### src/rtl/bt_pkg.sv
// Shared Bluetooth module definitions: init-sequencer states, pin bundle
// and default power-up timing.
package bt_pkg;

    typedef enum logic [2:0] {
        S_OFF,
        S_PWR,
        S_BOOT,
        S_WAIT,
        S_DONE,
        S_ERR
    } bt_init_state_t;

    typedef struct packed {
        logic pwr_en;
        logic rst_n;
        logic key;
        logic busy;
        logic done;
        logic err;
    } bt_pins_t;

    localparam int BT_CNT_W     = 24;
    localparam int BT_OFF_DLY   = 1000;
    localparam int BT_PWR_DLY   = 1000;
    localparam int BT_KEY_DLY   = 1000;
    localparam int BT_READY_TO  = 100000;
    localparam int BT_MAX_RETRY = 2;

    function automatic bt_pins_t bt_decode(bt_init_state_t st);
        bt_pins_t p;
        p = '0;
        case (st)
            S_OFF:  p.busy = 1'b1;
            S_PWR:  begin
                p.pwr_en = 1'b1;
                p.busy   = 1'b1;
            end
            S_BOOT: begin
                p.pwr_en = 1'b1;
                p.rst_n  = 1'b1;
                p.busy   = 1'b1;
            end
            S_WAIT: begin
                p.pwr_en = 1'b1;
                p.rst_n  = 1'b1;
                p.key    = 1'b1;
                p.busy   = 1'b1;
            end
            S_DONE: begin
                p.pwr_en = 1'b1;
                p.rst_n  = 1'b1;
                p.key    = 1'b1;
                p.done   = 1'b1;
            end
            S_ERR:  p.err = 1'b1;
            default: p.busy = 1'b1;
        endcase
        return p;
    endfunction

endpackage

### src/rtl/bt_sync2.sv
// Generic two-flop synchroniser with synchronous active-low reset.
module bt_sync2 #(
    parameter int W = 1
) (
    input  logic         clk,
    input  logic         rst_n,
    input  logic [W-1:0] d,
    output logic [W-1:0] q
);

    logic [W-1:0] meta_q;
    logic [W-1:0] sync_q;

    always_ff @(posedge clk) begin
        if (!rst_n) begin
            meta_q <= '0;
            sync_q <= '0;
        end else begin
            meta_q <= d;
            sync_q <= meta_q;
        end
    end

    assign q = sync_q;

endmodule

### src/rtl/bt_init_sequencer.sv
// Power / reset / key sequencer for the Bluetooth UART module.
// Define BT_INIT_READY_CHECK_EN to check STATE readiness with retries.
module bt_init_sequencer
    import bt_pkg::*;
#(
    parameter int CNT_W     = BT_CNT_W,
    parameter int OFF_DLY   = BT_OFF_DLY,
    parameter int PWR_DLY   = BT_PWR_DLY,
    parameter int KEY_DLY   = BT_KEY_DLY,
    parameter int READY_TO  = BT_READY_TO,
    parameter int MAX_RETRY = BT_MAX_RETRY
) (
    input  logic clk,
    input  logic rst_n,
    input  logic start,
    input  logic bt_state,
    output logic bt_pwr_en,
    output logic bt_rst_n,
    output logic bt_key,
    output logic busy,
    output logic init_done,
    output logic init_err
);

    localparam logic [CNT_W-1:0] OFF_LAST = CNT_W'(OFF_DLY - 1);
    localparam logic [CNT_W-1:0] PWR_LAST = CNT_W'(PWR_DLY - 1);
    localparam logic [CNT_W-1:0] KEY_LAST = CNT_W'(KEY_DLY - 1);
    localparam logic [CNT_W-1:0] RDY_LAST = CNT_W'(READY_TO - 1);

    bt_init_state_t   state_q, state_d;
    logic [CNT_W-1:0] cnt_q, cnt_d;
    bt_pins_t         pins_q, pins_d;

`ifdef BT_INIT_READY_CHECK_EN
    localparam int RTY_W = (MAX_RETRY < 1) ? 1 : $clog2(MAX_RETRY + 1);
    localparam logic [RTY_W-1:0] RTY_MAX = RTY_W'(MAX_RETRY);

    logic [RTY_W-1:0] retry_q, retry_d;
    logic             ready;

    bt_sync2 #(.W(1)) u_sync (
        .clk   (clk),
        .rst_n (rst_n),
        .d     (bt_state),
        .q     (ready)
    );
`else
    logic unused_bt_state;
    assign unused_bt_state = bt_state;
`endif

    always_comb begin
        state_d = state_q;
        cnt_d   = cnt_q + 1'b1;
`ifdef BT_INIT_READY_CHECK_EN
        retry_d = retry_q;
`endif
        case (state_q)
            S_OFF:  if (cnt_q == OFF_LAST) state_d = S_PWR;
            S_PWR:  if (cnt_q == PWR_LAST) state_d = S_BOOT;
            S_BOOT: if (cnt_q == KEY_LAST) state_d = S_WAIT;
            S_WAIT: begin
`ifdef BT_INIT_READY_CHECK_EN
                // Ready beats a coincident timeout.
                if (ready) begin
                    state_d = S_DONE;
                end else if (cnt_q == RDY_LAST) begin
                    if (retry_q < RTY_MAX) begin
                        retry_d = retry_q + 1'b1;
                        state_d = S_OFF;
                    end else begin
                        state_d = S_ERR;
                    end
                end
`else
                if (cnt_q == RDY_LAST) state_d = S_DONE;
`endif
            end
            S_DONE, S_ERR: begin
                if (start) begin
                    state_d = S_OFF;
`ifdef BT_INIT_READY_CHECK_EN
                    retry_d = '0;
`endif
                end
            end
            default: state_d = S_OFF;
        endcase
        if (state_d != state_q) cnt_d = '0;

        // Pins follow the next state so they flip with the state register.
        pins_d = bt_decode(state_d);
`ifndef BT_INIT_READY_CHECK_EN
        pins_d.err = 1'b0;
`endif
    end

    always_ff @(posedge clk) begin
        if (!rst_n) begin
            state_q <= S_OFF;
            cnt_q   <= '0;
            pins_q  <= bt_decode(S_OFF);
        end else begin
            state_q <= state_d;
            cnt_q   <= cnt_d;
            pins_q  <= pins_d;
        end
    end

`ifdef BT_INIT_READY_CHECK_EN
    always_ff @(posedge clk) begin
        if (!rst_n) retry_q <= '0;
        else        retry_q <= retry_d;
    end
`endif

    assign bt_pwr_en = pins_q.pwr_en;
    assign bt_rst_n  = pins_q.rst_n;
    assign bt_key    = pins_q.key;
    assign busy      = pins_q.busy;
    assign init_done = pins_q.done;
    assign init_err  = pins_q.err;

endmodule

### config.mk
export PLATFORM = sky130hd
export DESIGN_NAME = bt_init_sequencer
export DESIGN_NICKNAME = d
export VERILOG_FILES = /design/src/rtl/bt_pkg.sv /design/src/rtl/bt_sync2.sv /design/src/rtl/bt_init_sequencer.sv
export SDC_FILE = /design/constraint.sdc
export NUM_CORES = 1
export LEC_CHECK = 0
export CAP_MARGIN = 20
export CORE_MARGIN = 5
export CORE_UTILIZATION = 62
export CTS_CLUSTER_DIAMETER = 40
export DETAILED_ROUTE_END_ITERATION = 16
export PLACE_DENSITY = 0.91
export SKIP_CTS_REPAIR_TIMING = 1
export SLEW_MARGIN = 10
export SYNTH_ARGS = -nofsm -noshare
export SYNTH_HDL_FRONTEND = slang
export SYNTH_SLANG_ARGS = --single-unit
### constraint.sdc
create_clock -name clk -period 2.45 [get_ports clk]
set_input_delay 0.3675 -clock clk [delete_from_list [all_inputs] [get_ports clk]]
set_output_delay 0.3675 -clock clk [all_outputs]
set_load 0.02 [all_outputs]
Yosys cells after proc, flatten, opt, wreduce, memory -nomap -nowiden --
Cells that the tools add are included.
Operators by class: $add $sub $neg 1, eq/ne operators 13, multiplexer cells 11, bitwise gates (word level) 1, reductions and logical operators 7
Operators with widths (number):
- 24-bit by 1-bit adder with 24-bit output (second input constant) | 1
- 24-bit by 10-bit equality test with 1-bit output (second input constant) | 1
- 24-bit by 17-bit equality test with 1-bit output (second input constant) | 1
- 3-bit two-way mux | 5
- 3-bit one-hot mux with 5 select lines | 1
- 3-bit by 2-bit equality test with 1-bit output (second input constant) | 4
- 3-bit equality test (second input constant) | 4
- 2-bit OR reduction | 4
- 3-bit by 1-bit equality test with 1-bit output (second input constant) | 2
- 1-bit two-way mux | 5
- 4-bit OR reduction | 1
- 3-bit logical NOT | 1
- 3-bit != test | 1
- 3-bit OR reduction | 1
- 1-bit inverter | 1
Word-level totals: bits in registers 33, input bits 4, output and inout port bits 6, logic and storage cells 41

Longest topological paths before layout --
Gate-level depths: netlist of the first run.
depth after elaboration 6, depth in mapped cells 7

Worst setup path after synthesis of the first run --
OpenSTA, ideal clock, no wires.
kind register to register, start point register cnt_q[0], end point register pins_q (netlist bit bt_key), data arrival time 1.519 ns, data required time 2.322 ns, path slack 0.803 ns, stages on the path, launching flop included 7, path buffers 0, period minus slack after synthesis 1.647 ns, cells stage by stage dfxtp_1 -> ha_1 -> and4bb_2 -> and4_1 -> a32o_1 -> nor3_1 -> o22ai_1
Between the ends: longest elaborated chain between the ends 6, elaborated cells between the ends (all ways) 11, those cells by class eq/ne: 4; mux: 6; reduce/logical: 1
RTL lines:
- from (decl) | line bt_init_sequencer.sv:31 | logic [CNT_W-1:0] cnt_q, cnt_d;
- from (signal assigned) | line bt_init_sequencer.sv:105 | cnt_q <= cnt_d;
- 24-bit by 17-bit equality test with 1-bit output or 24-bit by 10-bit equality test with 1-bit output (tied branches)
- 3-bit two-way mux (on tied branches)
- 3-bit one-hot mux with 5 select lines (*) | line bt_init_sequencer.sv:58 | case (state_q)
- 3-bit equality test or 3-bit by 2-bit equality test with 1-bit output (tied branches) | line bt_pkg.sv:33 | case (st)
- 2-bit OR reduction (no source line) (*)
- 1-bit two-way mux (*) | line bt_pkg.sv:33
- to (signal assigned) | line bt_init_sequencer.sv:102 | pins_q <= bt_decode(S_OFF);
- to (signal assigned) | line bt_init_sequencer.sv:106 | pins_q <= pins_d;
- to (decl) | line bt_init_sequencer.sv:32 | bt_pins_t pins_q, pins_d;
Mark *: on every way between the ends. The rest lies on a longest branch, timed or not. A chain may end at the register's enable or synchronous reset.

Final worst setup path of the first run --
Ends and elaborated chain as after synthesis.

==> results.py, run 1 <==
metrics = {
    "global_routing": {
        "grt_start_max_net_pins": 25,
        "grt_util_all_layers_pct": 19.7,
        "wire_length_of_the_first_global_routing_pass_um": 5530,
        "gr-total-overflow": 0,
        "grt_antenna_before_repair": 0,
        "grt_pass1_vias": 1325,
    },
    "clock_tree": {
        "cts_buffers": 5,
        "clock_insertion_delay_worst_skew_ns": 0.34,
        "tritoncts": "built",
        "root_buffer": "clkbuf_4",
        "clockBufferDepth": 2,
        "cts_max_level": 2,
        "cts_num_sinks": 32,
        "path_clk_slew_ns": 0.10,
    },
    "setup_path": {
        "crit_type": "reg -> reg",
        "crit_path_max_fanout": 5,
        "library_cell_contributing_the_largest_single_delay_on_the_critical_path": "dfxtp_1",
        "cp_slowest_stage_delay_ns": 0.40,
        "worstPathArrival_ns": 2.14,
        "critical_path.cell_chain": "ha_1 -> and4bb_2 -> and4_1 -> a211oi_1 -> nor3_1 -> o22ai_1",
        "endpoint_kind": "register",
        "critical_path_required_ns": 2.68,
        "critPathLaunchType": "register",
    },
    "placed_design": {
        "dpl-instance-area_um2": 1670,
        "dp_worst_setup_slack_ns": 0.568,
        "port_buffers": 7,
        "rd_place_congestion": 0.871,
        "placedCellCount": 212,
        "place.detailed.hpwl_um": 2280,
    },
    "final_layout": {
        "num_antenna_cells": 0,
        "finish.instance_area_um2": 1730,
        "layoutNonFillerInstCount": 220,
        "multiInputGateArea_um2": 888,
        "seqCellArea_um2": 641,
        "area_growth_pct": 6.81,
        "nNetsFinal": 194,
        "layout.core_utilization_pct": 69.7,
        "post_route_cells_drive_above_1_share_pct": 10.5,
        "num-fill-cells": 204,
    },
    "routing": {
        "first_pass_drt_iterations": 4,
        "iteration_0_drc_count_of_the_detailed_router": 113,
        "vias": 1325,
        "drc_errors": 0,
        "routedWlPerCell_um": 14.4,
        "drt_wl_total_um": 3160,
        "antenna_violating_nets_post_route": 0,
        "drt-vias-per-instance": 6.02,
    },
    "synth": {
        "synth_sequential_area_ratio_pct": 39.6,
        "synth.largest_area_cell": "dfxtp_1",
        "syn-cell-area_um2": 1620,
        "synthesized_flop_and_latch_total": 32,
        "synth.top_cell.area_share_pct": 39.6,
        "synth_cell_type_count": 46,
        "synth_fp_nets": 188,
        "syn_area_per_cell_um2": 8.83,
        "yosys_warnings": 0,
        "synthesis.instances": 183,
        "post_synth_main_area_contributors": "dfxtp_1 (40%), nor2_1 (7.4%), xnor2_1 (7.0%)",
    },
    "sta": {
        "rsz_0062_raised_after_global_routing": "no",
        "number_of_pins_exceeding_their_max_slew_limit_in_the_final_report": 0,
        "holdWs_ns": 0.517,
        "timing.setup.tns_ns": 0,
        "fin_crit_share_pct": 78.1,
        "finalWorstSetupSlack_ns": 0.536,
        "timing.final.setup_violations": 0,
        "hold_viol_final": 0,
        "clock.fmax_ghz": 0.522,
        "timing.final.crit_period_ns": 1.91,
        "clock_skew_ns": 0.00852,
    },
    "die": {
        "die_height_um": 61.1,
        "start_util_pct": 65.3,
        "rows": 18,
        "num_io_pins": 10,
        "die_width_um": 61.1,
        "coreArea_um2": 2480,
        "die_area_um2": 3730,
    },
    "pwr": {
        "p_leak_nw": 0.608,
        "power_density_nw_per_um2": 492,
        "ir_drop_uv": 504,
        "design_power_total_mw": 0.849,
    },
    "min_path": {
        "hold_path_class": "reg -> reg",
    },
    "status": {
        "outcome": "complete, no violations",
    },
    "job": {
        "timing.max_cap.violations": 0,
    },
}
Yosys cell counts (all sizes together):
library cell  instances
dfxtp                32
nor2                 32
nand2                13
xnor2                13
nand4                10
inv                   9
nand3                 9
xor2                  9
buf                   6
nor3                  6
and4                  5
nor4                  5
o21ai                 4
and3                  3
nor3b                 3
a211oi                2
a21o                  2
a21oi                 2
clkbuf                2
nor2b                 2
a32o                  1
a41oi                 1
and2                  1
and3b                 1
and4bb                1
conb                  1
ha                    1
nand2b                1
nand3b                1
nand4bb               1
o22ai                 1
o311a                 1
o31ai                 1
or4                   1
critical path: cells and delay by family, from the launching register on:
| family | cells | cell delay, ns |
|---|---|---|
| simple gates | 3 | 0.90 |
| compound gates | 2 | 0.22 |
| fa+ha+maj | 1 | 0.27 |
| flops | 1 | 0.40 |
cell usage in the layout (no fill, tap or decap), types with 2 or more instances in the layout:
master and instances:
nor2_1 32, dfxtp_1 32, nand2_1 13, xnor2_1 13
xor2_1 9, nand3_1 8, inv_1 8, nand4_1 8
clkdlybuf4s50_1 7, and4_1 5, nor3_1 5, clkbuf_4 5
nor3b_1 3, and3_1 3, nor4_2 2, nor4_4 2
a21o_1 2, a21oi_1 2, nor2b_1 2, o21ai_1 2
a211oi_1 2, clkinv_2 2
state kept, by name, summed over array words and instances, names as in the netlist:
signal and flops:
cnt_q 24, state_q 3, bt_key 1, bt_pwr_en 1, bt_rst_n 1, busy 1
init_done 1
metal layers:
metal | routed length (um) | up-vias | global-route usage (%)
met1 | 1350 | 639 | 22.2
met5 | 0 | - | 0
met3 | 192 | 5 | 6.29
met2 | 1600 | 34 | 34.7
met4 | 27 | 0 | 7.43
li1 | - | 647 | -
cell type report:
| cell class | count | share of cell area [%] |
|---|---|---|
| Multi-Input combinational cell | 134 | 51.4 |
| Tap cell | 30 | 2.17 |
| Timing Repair Buffer | 7 | 4.06 |
| Clock buffer | 5 | 2.17 |
| Sequential cell | 32 | 37.1 |
| Clock inverter | 3 | 1.09 |
| Inverter | 9 | 1.96 |
path summary, 6_finish.rpt:
check,slack [ns],start,depth (start not counted),to
max reg2reg,0.54,cnt_q[0],6,bt_key
min,0.52,cnt_q[0],1,cnt_q[0]
max,0.54,cnt_q[0],6,bt_key
min reg2reg,0.52,cnt_q[0],1,cnt_q[0]
cell families after synthesis:
family	Yosys count	share of synthesized area [%]
flops	32	39.6
compound gates	15	6.58
fa+ha+maj	1	0.774
simple gates	95	35.4
buf+inv	17	5.42
xor+xnor	22	11.9
other cells	1	0.232
where the power goes:
part	switching, mW	leakage [nW]	internal [mW]
Sequential	0.00512	0.258	0.524
Clock	0.186	0.0349	0.110
Combinational	0.0151	0.315	0.00844
Total	0.207	0.608	0.642
No activity file was read; power rests on OpenSTA's default activity.
==> inputs of run 2 (changes only) <==
--- a/config.mk
+++ b/config.mk
@@ -7,10 +7,10 @@
 export LEC_CHECK = 0
 export CAP_MARGIN = 20
 export CORE_MARGIN = 5
-export CORE_UTILIZATION = 62
+export CORE_UTILIZATION = 58
 export CTS_CLUSTER_DIAMETER = 40
 export DETAILED_ROUTE_END_ITERATION = 16
-export PLACE_DENSITY = 0.91
+export PLACE_DENSITY = 0.86
 export SKIP_CTS_REPAIR_TIMING = 1
 export SLEW_MARGIN = 10
 export SYNTH_ARGS = -nofsm -noshare
==> constraint.sdc (replaced) <==
create_clock -name clk -period 1.8 [get_ports clk]
set_input_delay 0.27 -clock clk [delete_from_list [all_inputs] [get_ports clk]]
set_output_delay 0.27 -clock clk [all_outputs]
set_load 0.02 [all_outputs]
==> results.py, run 2 (same netlist as run 1, synthesis figures left out) <==
metrics = {
    "final_layout": {
        "mostFrequentLayoutCells": "nor2_1 (32), dfxtp_1 (31), nand2_1 (13), xnor2_1 (13), xor2_1 (9)",
        "largest-register": "cnt_q",
        "area_growth_pct": 17.1,
        "layout.core_utilization_pct": 69.9,
        "post_route_cells_drive_above_1_share_pct": 18.6,
        "layout_commonest_cell": "nor2_1",
        "num_antenna_cells": 0,
        "layoutNonFillerInstCount": 230,
        "largest_reg_flops": 24,
        "largestRegisters": "cnt_q: 24 flops, state_q: 3 flops",
        "nNetsFinal": 203,
    },
    "routing": {
        "first_pass_drt_iterations": 4,
        "vias": 1403,
        "drt-vias-per-instance": 6.10,
        "drt_wl_total_um": 3850,
        "antenna_violating_nets_post_route": 0,
        "routedWlPerCell_um": 16.7,
        "drc_errors": 0,
        "iteration_0_drc_count_of_the_detailed_router": 117,
    },
    "setup_path": {
        "critical_path.cell_chain": "ha_2 -> nand4_1 -> nor3_2 -> nand4_1 -> buf_4 -> nand4_4 -> nor2_1",
        "cp_slowest_stage_delay_ns": 0.36,
        "worstPathArrival_ns": 1.98,
        "critPathLaunchType": "register",
        "critical_path_required_ns": 2.04,
        "cpMostUsedCell": "nand4_1",
        "crit_type": "reg -> reg",
        "crit_path_max_fanout": 6,
        "endpoint_kind": "register",
        "worst_path_dominant_cell_family": "simple AND/OR/NAND/NOR gates",
        "library_cell_contributing_the_largest_single_delay_on_the_critical_path": "dfxtp_2",
        "worst-path-buf-inv": 1,
    },
    "pwr": {
        "power_density_nw_per_um2": 696,
        "design_power_total_mw": 1.32,
        "p_leak_nw": 0.664,
        "ir_drop_uv": 814,
    },
    "sta": {
        "holdWs_ns": 0.537,
        "timing.final.crit_period_ns": 1.75,
        "relSlewSlack_pct": 43.2,
        "timing.setup.tns_ns": 0,
        "timing.final.setup_violations": 0,
        "tightestPinTransition_ns": 0.846,
        "clock.fmax_ghz": 0.573,
        "clock_skew_ns": 0.0115,
        "fin_crit_share_pct": 97.0,
        "hold_viol_final": 0,
        "number_of_pins_exceeding_their_max_slew_limit_in_the_final_report": 0,
    },
    "die": {
        "die_width_um": 62.8,
        "die_height_um": 62.8,
        "die_area_um2": 3940,
        "start_util_pct": 59.6,
        "coreArea_um2": 2710,
        "num_io_pins": 10,
        "rows": 19,
    },
    "global_routing": {
        "grt_start_max_net_pins": 25,
        "wire_length_of_the_first_global_routing_pass_um": 5460,
        "gr-total-overflow": 0,
        "grt_util_all_layers_pct": 17.0,
        "grt_antenna_before_repair": 0,
        "grt_pass1_vias": 1243,
    },
    "job": {
        "timing.max_cap.violations": 0,
    },
    "clock_tree": {
        "path_clk_slew_ns": 0.10,
        "root_buffer": "clkbuf_4",
        "cts_num_sinks": 32,
        "cts_max_level": 2,
        "clock_insertion_delay_worst_skew_ns": 0.35,
        "cts_buffers": 5,
        "clockBufferDepth": 2,
        "tritoncts": "built",
    },
    "placed_design": {
        "rd_place_congestion": 0.836,
        "port_buffers": 7,
        "place.detailed.hpwl_um": 2250,
        "placedCellCount": 217,
    },
    "status": {
        "outcome": "complete, no violations",
    },
    "min_path": {
        "hold_path_class": "reg -> reg",
    },
}
run 2: layer usage:
layer / up-vias / track usage (%) / wire (um)
met3: 18 / 5.94 / 253
met4: 0 / 6.63 / 140
li1: 673 / - / -
met1: 656 / 18.9 / 1510
met2: 56 / 29.5 / 1950
met5: - / 0 / 0
run 2: final cells by class:
| class | instances | area, um2 |
|---|---|---|
| multi-input combinational | 137 | 983 |
| fill | 203 | 817 |
| sequential | 32 | 642 |
| timing repair buffer | 13 | 115 |
| clock inverter | 3 | 42.5 |
| tap | 31 | 38.8 |
| clock buffer | 5 | 37.5 |
| inverter | 9 | 33.8 |
run 2: where the power goes:
group / switching, mW / internal [mW] / leakage [nW] / total [mW]
sequential: 0.00619 / 0.714 / 0.259 / 0.720
combinational: 0.0276 / 0.0169 / 0.365 / 0.0445
clock: 0.263 / 0.289 / 0.0412 / 0.553
run 2: final timing paths:
path                            depth (start not counted)        to  slack [ns]     start
worst max-delay path                                    7  cnt_q[5]        0.05  cnt_q[1]
worst min-delay path                                    2  cnt_q[0]        0.54  cnt_q[0]
worst max register to register                          7  cnt_q[5]        0.05  cnt_q[1]
worst min register to register                          2  cnt_q[0]        0.54  cnt_q[0]
run 2: metrics by stage:
step	worst slack, ns	cell area [um2]
4_1_cts	-0.0595	1780
3_5_place_dp	-0.0475	1700
2_1_floorplan	0.153	1620
6_report	0.0548	1890
5_1_grt	-0.0845	1890
3_3_place_gp	0.0542	1700
run 2: worst min-delay path, stage by stage (launching register included):
cell and delay, ns:
dfxtp_1 0.35, buf_4 0.12, nor2_1 0.03
